[src/rtl/battleship_pkg.sv]
// rtl/battleship_pkg.sv - shared board size, coordinate type, state enum and cursor step helper
package battleship_pkg;

  localparam int BOARD_N = 5;
  localparam int COORD_W = 5;

  typedef logic [COORD_W-1:0] coord_t;

  typedef enum logic [2:0] {
    PLACE,
    AIM,
    CHECK,
    REPORT,
    DONE
  } state_t;

  // One-cell step with wrap; opposing requests cancel and leave the value unchanged.
  function automatic coord_t wrap_step(coord_t v, logic inc, logic dec, int n);
    coord_t r;
    r = v;
    if (inc && !dec) begin
      r = (v == coord_t'(n - 1)) ? '0 : v + 1'b1;
    end else if (dec && !inc) begin
      r = (v == '0) ? coord_t'(n - 1) : v - 1'b1;
    end
    return r;
  endfunction

endpackage

[src/rtl/shot_resolver_if.sv]
// rtl/shot_resolver_if.sv - button, placement and shot-result signals of the shot resolver
interface shot_resolver_if;
  import battleship_pkg::*;

  logic       btn_up;
  logic       btn_down;
  logic       btn_left;
  logic       btn_right;
  logic       btn_fire;
  logic       place_en;
  logic       start;
  coord_t     row_sel;
  coord_t     col_sel;
  logic       shot_valid;
  logic       hit;
  logic       repeat_shot;
  logic [4:0] cells_left;
  logic       all_sunk;
  logic       busy;

  modport slave (
    input  btn_up, btn_down, btn_left, btn_right, btn_fire, place_en, start,
    output row_sel, col_sel, shot_valid, hit, repeat_shot, cells_left, all_sunk, busy
  );

  modport master (
    output btn_up, btn_down, btn_left, btn_right, btn_fire, place_en, start,
    input  row_sel, col_sel, shot_valid, hit, repeat_shot, cells_left, all_sunk, busy
  );

endinterface

[src/rtl/cursor_ctrl.sv]
// rtl/cursor_ctrl.sv - wrapping row/column cursor driven by move pulses
module cursor_ctrl #(
  parameter int BOARD_N = battleship_pkg::BOARD_N
) (
  input  logic                  clk,
  input  logic                  rst,
  input  logic                  move_en,
  input  logic                  btn_up,
  input  logic                  btn_down,
  input  logic                  btn_left,
  input  logic                  btn_right,
  output battleship_pkg::coord_t row,
  output battleship_pkg::coord_t col
);
  import battleship_pkg::*;

  coord_t row_q, row_d;
  coord_t col_q, col_d;

  // Up/left decrement, down/right increment, both wrapping at the board edge.
  always_comb begin
    row_d = row_q;
    col_d = col_q;
    if (move_en) begin
      row_d = wrap_step(row_q, btn_down, btn_up, BOARD_N);
      col_d = wrap_step(col_q, btn_right, btn_left, BOARD_N);
    end
  end

  // Cursor registers, home is (0,0).
  always_ff @(posedge clk or posedge rst) begin
    if (rst) begin
      row_q <= '0;
      col_q <= '0;
    end else begin
      row_q <= row_d;
      col_q <= col_d;
    end
  end

  assign row = row_q;
  assign col = col_q;

endmodule

[src/rtl/shot_resolver.sv]
// rtl/shot_resolver.sv - ship placement, shot checking and sunk tracking for one board
module shot_resolver #(
  parameter int BOARD_N        = battleship_pkg::BOARD_N,
  parameter int MAX_SHIP_CELLS = 9
) (
  input logic            clk,
  input logic            rst,
  shot_resolver_if.slave bus
);
  import battleship_pkg::*;

  localparam int IW = (BOARD_N > 1) ? $clog2(BOARD_N) : 1;

  state_t                          state_q, state_d;
  coord_t                          row, col;
  logic [IW-1:0]                   cur_r, cur_c;
  logic [IW-1:0]                   tgt_r_q, tgt_r_d, tgt_c_q, tgt_c_d;
  logic [BOARD_N-1:0][BOARD_N-1:0] ship_q, ship_d;
  logic [BOARD_N-1:0][BOARD_N-1:0] shot_q, shot_d;
  logic                            ship_bit_q, ship_bit_d;
  logic                            shot_bit_q, shot_bit_d;
  logic [4:0]                      cells_left_q, cells_left_d;
  logic                            move_en;
  logic                            report;
  logic                            hit_w;

  // The cursor freezes while a shot is in flight and on the fire cycle itself.
  assign move_en = (state_q != CHECK) && (state_q != REPORT) &&
                   !((state_q == AIM) && bus.btn_fire);

  cursor_ctrl #(.BOARD_N(BOARD_N)) u_cursor (
    .clk       (clk),
    .rst       (rst),
    .move_en   (move_en),
    .btn_up    (bus.btn_up),
    .btn_down  (bus.btn_down),
    .btn_left  (bus.btn_left),
    .btn_right (bus.btn_right),
    .row       (row),
    .col       (col)
  );

  assign cur_r  = row[IW-1:0];
  assign cur_c  = col[IW-1:0];
  assign report = (state_q == REPORT);
  assign hit_w  = report && ship_bit_q && !shot_bit_q;

  // Next-state, board updates and cell-count bookkeeping.
  always_comb begin
    state_d      = state_q;
    tgt_r_d      = tgt_r_q;
    tgt_c_d      = tgt_c_q;
    ship_d       = ship_q;
    shot_d       = shot_q;
    ship_bit_d   = ship_bit_q;
    shot_bit_d   = shot_bit_q;
    cells_left_d = cells_left_q;
    case (state_q)
      PLACE: begin
        if (bus.place_en && !ship_q[cur_r][cur_c] &&
            (cells_left_q < 5'(MAX_SHIP_CELLS))) begin
          ship_d[cur_r][cur_c] = 1'b1;
          cells_left_d         = cells_left_q + 5'd1;
        end
        if (bus.start && (cells_left_q != '0)) begin
          state_d = AIM;
        end
      end
      AIM: begin
        if (bus.btn_fire) begin
          tgt_r_d = cur_r;
          tgt_c_d = cur_c;
          state_d = CHECK;
        end
      end
      CHECK: begin
        ship_bit_d = ship_q[tgt_r_q][tgt_c_q];
        shot_bit_d = shot_q[tgt_r_q][tgt_c_q];
        state_d    = REPORT;
      end
      REPORT: begin
        shot_d[tgt_r_q][tgt_c_q] = 1'b1;
        if (hit_w) begin
          cells_left_d = cells_left_q - 5'd1;
        end
        state_d = (cells_left_d == '0) ? DONE : AIM;
      end
      DONE: begin
      end
      default: state_d = PLACE;
    endcase
  end

  // State, board and shot-pipeline registers.
  always_ff @(posedge clk or posedge rst) begin
    if (rst) begin
      state_q      <= PLACE;
      tgt_r_q      <= '0;
      tgt_c_q      <= '0;
      ship_q       <= '0;
      shot_q       <= '0;
      ship_bit_q   <= 1'b0;
      shot_bit_q   <= 1'b0;
      cells_left_q <= '0;
    end else begin
      state_q      <= state_d;
      tgt_r_q      <= tgt_r_d;
      tgt_c_q      <= tgt_c_d;
      ship_q       <= ship_d;
      shot_q       <= shot_d;
      ship_bit_q   <= ship_bit_d;
      shot_bit_q   <= shot_bit_d;
      cells_left_q <= cells_left_d;
    end
  end

  assign bus.row_sel     = row;
  assign bus.col_sel     = col;
  assign bus.shot_valid  = report;
  assign bus.hit         = hit_w;
  assign bus.repeat_shot = report && shot_bit_q;
  assign bus.cells_left  = cells_left_q;
  assign bus.all_sunk    = (state_q == DONE);
  assign bus.busy        = (state_q == CHECK) || report;

endmodule

[src/flat_wrapper.sv]
// flat-port wrapper written by rule: the top's interface ports become plain ports
module shot_resolver_flat import battleship_pkg::*;
#(
  parameter int BOARD_N        = battleship_pkg::BOARD_N,
  parameter int MAX_SHIP_CELLS = 9
)
  (clk, rst, bus_btn_up, bus_btn_down, bus_btn_left, bus_btn_right, bus_btn_fire, bus_place_en, bus_start, bus_row_sel, bus_col_sel, bus_shot_valid, bus_hit, bus_repeat_shot, bus_cells_left, bus_all_sunk, bus_busy);
  shot_resolver_if bus_i ();
  input logic clk;
  input logic rst;
  input wire logic [$bits(bus_i.btn_up)-1:0] bus_btn_up;
  input wire logic [$bits(bus_i.btn_down)-1:0] bus_btn_down;
  input wire logic [$bits(bus_i.btn_left)-1:0] bus_btn_left;
  input wire logic [$bits(bus_i.btn_right)-1:0] bus_btn_right;
  input wire logic [$bits(bus_i.btn_fire)-1:0] bus_btn_fire;
  input wire logic [$bits(bus_i.place_en)-1:0] bus_place_en;
  input wire logic [$bits(bus_i.start)-1:0] bus_start;
  output wire logic [$bits(bus_i.row_sel)-1:0] bus_row_sel;
  output wire logic [$bits(bus_i.col_sel)-1:0] bus_col_sel;
  output wire logic [$bits(bus_i.shot_valid)-1:0] bus_shot_valid;
  output wire logic [$bits(bus_i.hit)-1:0] bus_hit;
  output wire logic [$bits(bus_i.repeat_shot)-1:0] bus_repeat_shot;
  output wire logic [$bits(bus_i.cells_left)-1:0] bus_cells_left;
  output wire logic [$bits(bus_i.all_sunk)-1:0] bus_all_sunk;
  output wire logic [$bits(bus_i.busy)-1:0] bus_busy;
  assign bus_i.btn_up = bus_btn_up;
  assign bus_i.btn_down = bus_btn_down;
  assign bus_i.btn_left = bus_btn_left;
  assign bus_i.btn_right = bus_btn_right;
  assign bus_i.btn_fire = bus_btn_fire;
  assign bus_i.place_en = bus_place_en;
  assign bus_i.start = bus_start;
  assign bus_row_sel = bus_i.row_sel;
  assign bus_col_sel = bus_i.col_sel;
  assign bus_shot_valid = bus_i.shot_valid;
  assign bus_hit = bus_i.hit;
  assign bus_repeat_shot = bus_i.repeat_shot;
  assign bus_cells_left = bus_i.cells_left;
  assign bus_all_sunk = bus_i.all_sunk;
  assign bus_busy = bus_i.busy;
  shot_resolver #(.BOARD_N(BOARD_N), .MAX_SHIP_CELLS(MAX_SHIP_CELLS)) u_core (.clk(clk), .rst(rst), .bus(bus_i));
endmodule
[config.mk]
export PLATFORM = sky130hd
export DESIGN_NAME = shot_resolver_flat
export DESIGN_NICKNAME = d
export VERILOG_FILES = /design/src/rtl/battleship_pkg.sv /design/src/rtl/shot_resolver_if.sv /design/src/rtl/cursor_ctrl.sv /design/src/rtl/shot_resolver.sv /design/src/flat_wrapper.sv
export SDC_FILE = /design/constraint.sdc
export NUM_CORES = 1
export LEC_CHECK = 0
export BUFFER_PORTS_ARGS = -buffer_cell sky130_fd_sc_hd__buf_4
export CORE_ASPECT_RATIO = 0.8
export CORE_MARGIN = 2
export CORE_UTILIZATION = 65
export CTS_BUF_LIST = sky130_fd_sc_hd__clkbuf_8
export DETAILED_ROUTE_END_ITERATION = 6
export GPL_TIMING_DRIVEN = 0
export PLACE_DENSITY_LB_ADDON = 0.12
export SLEW_MARGIN = 0
export SYNTH_ARGS = -nofsm -noshare
export SYNTH_HDL_FRONTEND = slang
export SYNTH_SLANG_ARGS = --single-unit
[constraint.sdc]
create_clock -name clk -period 6 [get_ports clk]
set_clock_uncertainty 0.15 [all_clocks]
set_input_delay 0.6 -clock clk [delete_from_list [all_inputs] [get_ports clk]]
set_output_delay 0.6 -clock clk [all_outputs]
set_load 0.05 [all_outputs]
==> summary.md <==
| Metric | Value |
|---|---|
| CP max FO | `10` |
| Starting DRT DRC Count | `359` |
| Site Rows | `26` |
| Unrepaired setup endpoints after global routing | `no` |
| Reg2reg end | `u_core.ship_q[2]$_DFFE_PP0P_` |
| Worst Path Arrival | `around 3300 ps` |
| Setup crit end kind | `flip-flop` |
| Sequential share of power | `approximately a third` |
| Setup TNS | `0 ps` |
| Die area | `between 7000 and 8000 µm²` |
| Distinct cell type count after synthesis | `between 50 and 60` |
| First-pass GRT wire length | `17730 µm` |
| Primary FF master, synth | `dfrtp_1` |
| Synth area leader | `dfrtp_1` |
| Leak Pwr | `between 2 and 2.5 nW` |
| Diode count | `0` |
| Worst reg2reg path startpoint | `u_core.u_cursor.col[0]$_DFFE_PP0P_` |
| Routed met1 length | `between 4000 and 5000 µm` |
| Part of the cycle the worst path needs | `between 50% and 60%` |
| Cts hold-fix bufs | `0` |
| Initial Utilization | `around two thirds` |
| WL per Instance | `about 20 µm` |
| # setup viols final | `0` |
| VDD IR max | `0.3988 mV` |
| Post_cts resized | `0` |
| CP startpoint kind | `flip-flop` |
| Switching Fraction | `between 40 and 50%` |
| Synth top area share | `a little under half` |
| Area Growth Syn to Fin | `12.93%` |
| WHS | `169.2 ps` |
| Gr usage total | `about a third` |
| Clock Sinks | `76` |
| CTS clk-pin slew, worst paths | `approximately 70 ps` |
| Switch Pwr | `roughly 1.2 mW` |
| Asr flop ratio synth | `100.0%` |
| Post-CTS Setup Inserts | `0` |
| Commonest non-fill, non-tap cells in the layout | `76 x dfrtp_1, 36 x a21o_1, 28 x buf_4` |
| Mapped Nets | `between 400 and 500` |
| Core area | `approximately 6300 µm²` |
| Routed wl met2 | `4711 µm` |
| Worst Max-Slew Pin Slew | `roughly 1000 ps` |
| Post-synth EDFFs | `0` |
| Required time of the worst setup path | `approximately 6100 ps` |
| DR pass1 iterations | `6` |
| Die Wd | `approximately 94 µm` |
| Largest net degree at the start of global routing | `77` |
| Crit path time final | `approximately 3100 ps` |
| Clk Latency, worst-skew pair | `approximately 360 ps` |
| Detailed placement HPWL | `between 7000 and 8000 µm` |
| Final WL | `10730 µm` |
| Final net count | `~480` |
| TritonCTS clock tree | `done` |
| Commonest non-fill, non-tap cell in the layout | `dfrtp_1` |
| Grt total ovfl | `0` |
| Antenna-violating nets left | `0` |
| Crit path kind | `reg -> reg` |
| Drt via density | `between 6 and 7` |
| Fill cell count | `roughly 470` |
| Worst slew margin | `between 30% and 40%` |
| P_int | `approximately 1.4 mW` |
| Initial antenna violation count | `0` |
| Combinational share of power | `between 50% and 60%` |
| Sequential area share after synthesis | `between 40% and 50%` |
| Hold Fails Final Rpt | `0` |
| Power share of the clock group | `approximately 15%` |
| Yosys reg bits | `between 70 and 80` |
| Cell Area, Synth | `4218 µm²` |
| Die H | `about 76 µm` |
| Flop2flop setup slack | `about 2900 ps` |
| Mean post-synth cell area | `9.948 µm²` |
| Clk buf depth | `2` |
| DR top layer | `met4` |
| Layout cells sized above 1 | `between 10% and 20%` |
| Hold Crit Class | `in -> async` |
| Status | `finished, final reports clean` |
| Met3 Wirelength | `985 µm` |
| Via count | `between 3k and 4k` |
| DR DRC count | `0` |
| Top cells by area, synth | `dfrtp_1 45%, a21o_1 6.4%, mux2_2 4.3%` |
| Synthesized instance count | `424` |
| Warnings from Yosys | `0` |
| CTS Buf Count | `9` |
| H-tree levels | `3` |
| Placer congestion estimate | `0.9230` |
| Slew Limit Fails | `0` |
| Max-cap violations | `0` |
| Top Ports | `29` |
| Clock root cell | `clkbuf_8` |
| Number of global-route vias before repair | `roughly 3.4k` |
| Pwr/cell area | `549.5 nW/µm²` |
| Total power | `roughly 2.6 mW` |
| R2R depth | `9` |
| IO buf count | `28` |
| Max Freq | `around 0.32 GHz` |
[synth_stat cells (8+ instances only)]
| cell | instances |
|---|---|
| nor3_1 | 18 |
| o21bai_1 | 10 |
| o21ai_0 | 18 |
| ha_1 | 10 |
| nand2_1 | 24 |
| dfrtp_1 | 76 |
| nor2_1 | 17 |
| a31o_2 | 8 |
| clkbuf_1 | 19 |
| a21oi_1 | 15 |
| o22ai_1 | 9 |
| a22oi_1 | 15 |
| inv_1 | 21 |
| nand3_1 | 8 |
| mux2_2 | 16 |
| a21o_1 | 36 |
| nor2b_1 | 11 |
[state kept, by name (all words and copies together), names as in the netlist]
signal and flops:
u_core.tgt_r_q 3, u_core.u_cursor.col 5, u_core.tgt_c_q 3, u_core.ship_q 25
u_core.shot_bit_q 1, u_core.shot_q 25, u_core.state_q 3, u_core.bus.cells_left 5
u_core.ship_bit_q 1, u_core.u_cursor.row 5
[area by class of cell]
type / count / area, µm² / area share, %
multi-input cells: 297 / 2102 / 44.13
flip-flops and latches: 76 / 1902 / 39.93
repair buffers: 29 / 237.7 / 4.991
clock buffers: 11 / 151.4 / 3.178
plain buffers: 29 / 131.4 / 2.758
well taps: 84 / 105.1 / 2.206
inverters: 22 / 85.08 / 1.786
clock inverters: 4 / 48.80 / 1.024
[per-layer routing]
layer / GRT usage, % / vias up
li1: - / 1649
met1: 49.36 / 1769
met2: 44.86 / 192
met3: 8.902 / 22
met4: 6.957 / 0
met5: 0 / -
[power groups by stage]
stage                     clock network [mW]  registers (mW)  logic, mW
after floorplan                            0           0.970      0.848
after global placement                     0           0.868       1.28
after detailed placement                   0           0.876       1.31
after CTS                              0.402           0.870       1.32
after global routing                   0.425           0.899       1.45
final                                  0.399           0.877       1.34
[metrics by stage]
step           cell area [µm²]  util (%)  instances  setup WS (ps)
2_1_floorplan             4218         -        424           3270
3_3_place_gp              4533     71.46        536           2484
3_5_place_dp              4563     71.93        537           3075
4_1_cts                   4763     75.09        552           2977
5_1_grt                   4763     75.09        552           2789
6_report                  4763     75.09        552           2864
[logic make-up (layout without fill, tap and decap cells)]
group | after synthesis | after routing | share of synthesized area (%)
xor gates and xnor gates | 6 | 6 | 1.246
muxes | 24 | 24 | 6.467
and+or+nand+nor | 108 | 108 | 13.79
DFF | 76 | 76 | 45.09
adders and majority gates | 10 | 10 | 2.966
AOI/OAI and AO/OA | 149 | 149 | 25.36
buffers and inverters | 51 | 95 | 5.073
[worst max-delay path by stage]
stage | startpoint | to | slack, ps | depth (start not counted)
finish | u_core.u_cursor.col[0]$_DFFE_PP0P_ | u_core.ship_q[2]$_DFFE_PP0P_ | 2860 | 9
floorplan | u_core.u_cursor.row[0]$_DFFE_PP0P_ | u_core.bus.cells_left[3]$_DFFE_PP0P_ | 3270 | 6
global route | u_core.u_cursor.row[0]$_DFFE_PP0P_ | u_core.ship_q[2]$_DFFE_PP0P_ | 2790 | 8
CTS | u_core.u_cursor.col[0]$_DFFE_PP0P_ | u_core.ship_q[2]$_DFFE_PP0P_ | 2980 | 9
detailed placement | u_core.u_cursor.col[0]$_DFFE_PP0P_ | u_core.ship_q[2]$_DFFE_PP0P_ | 3080 | 9
global placement | rst | u_core.bus.cells_left[4]$_DFFE_PP0P_ | 2480 | 2
[worst max-delay path, cell delays in order (launching register included)]
cell	delay, ps
dfrtp_1	400
buf_2	190
and3b_1	230
buf_6	140
and3_4	170
a311oi_2	270
o211ai_1	220
buf_6	200
nor3b_1	840
a21o_1	250
Power figures use the tool's default switching activity.
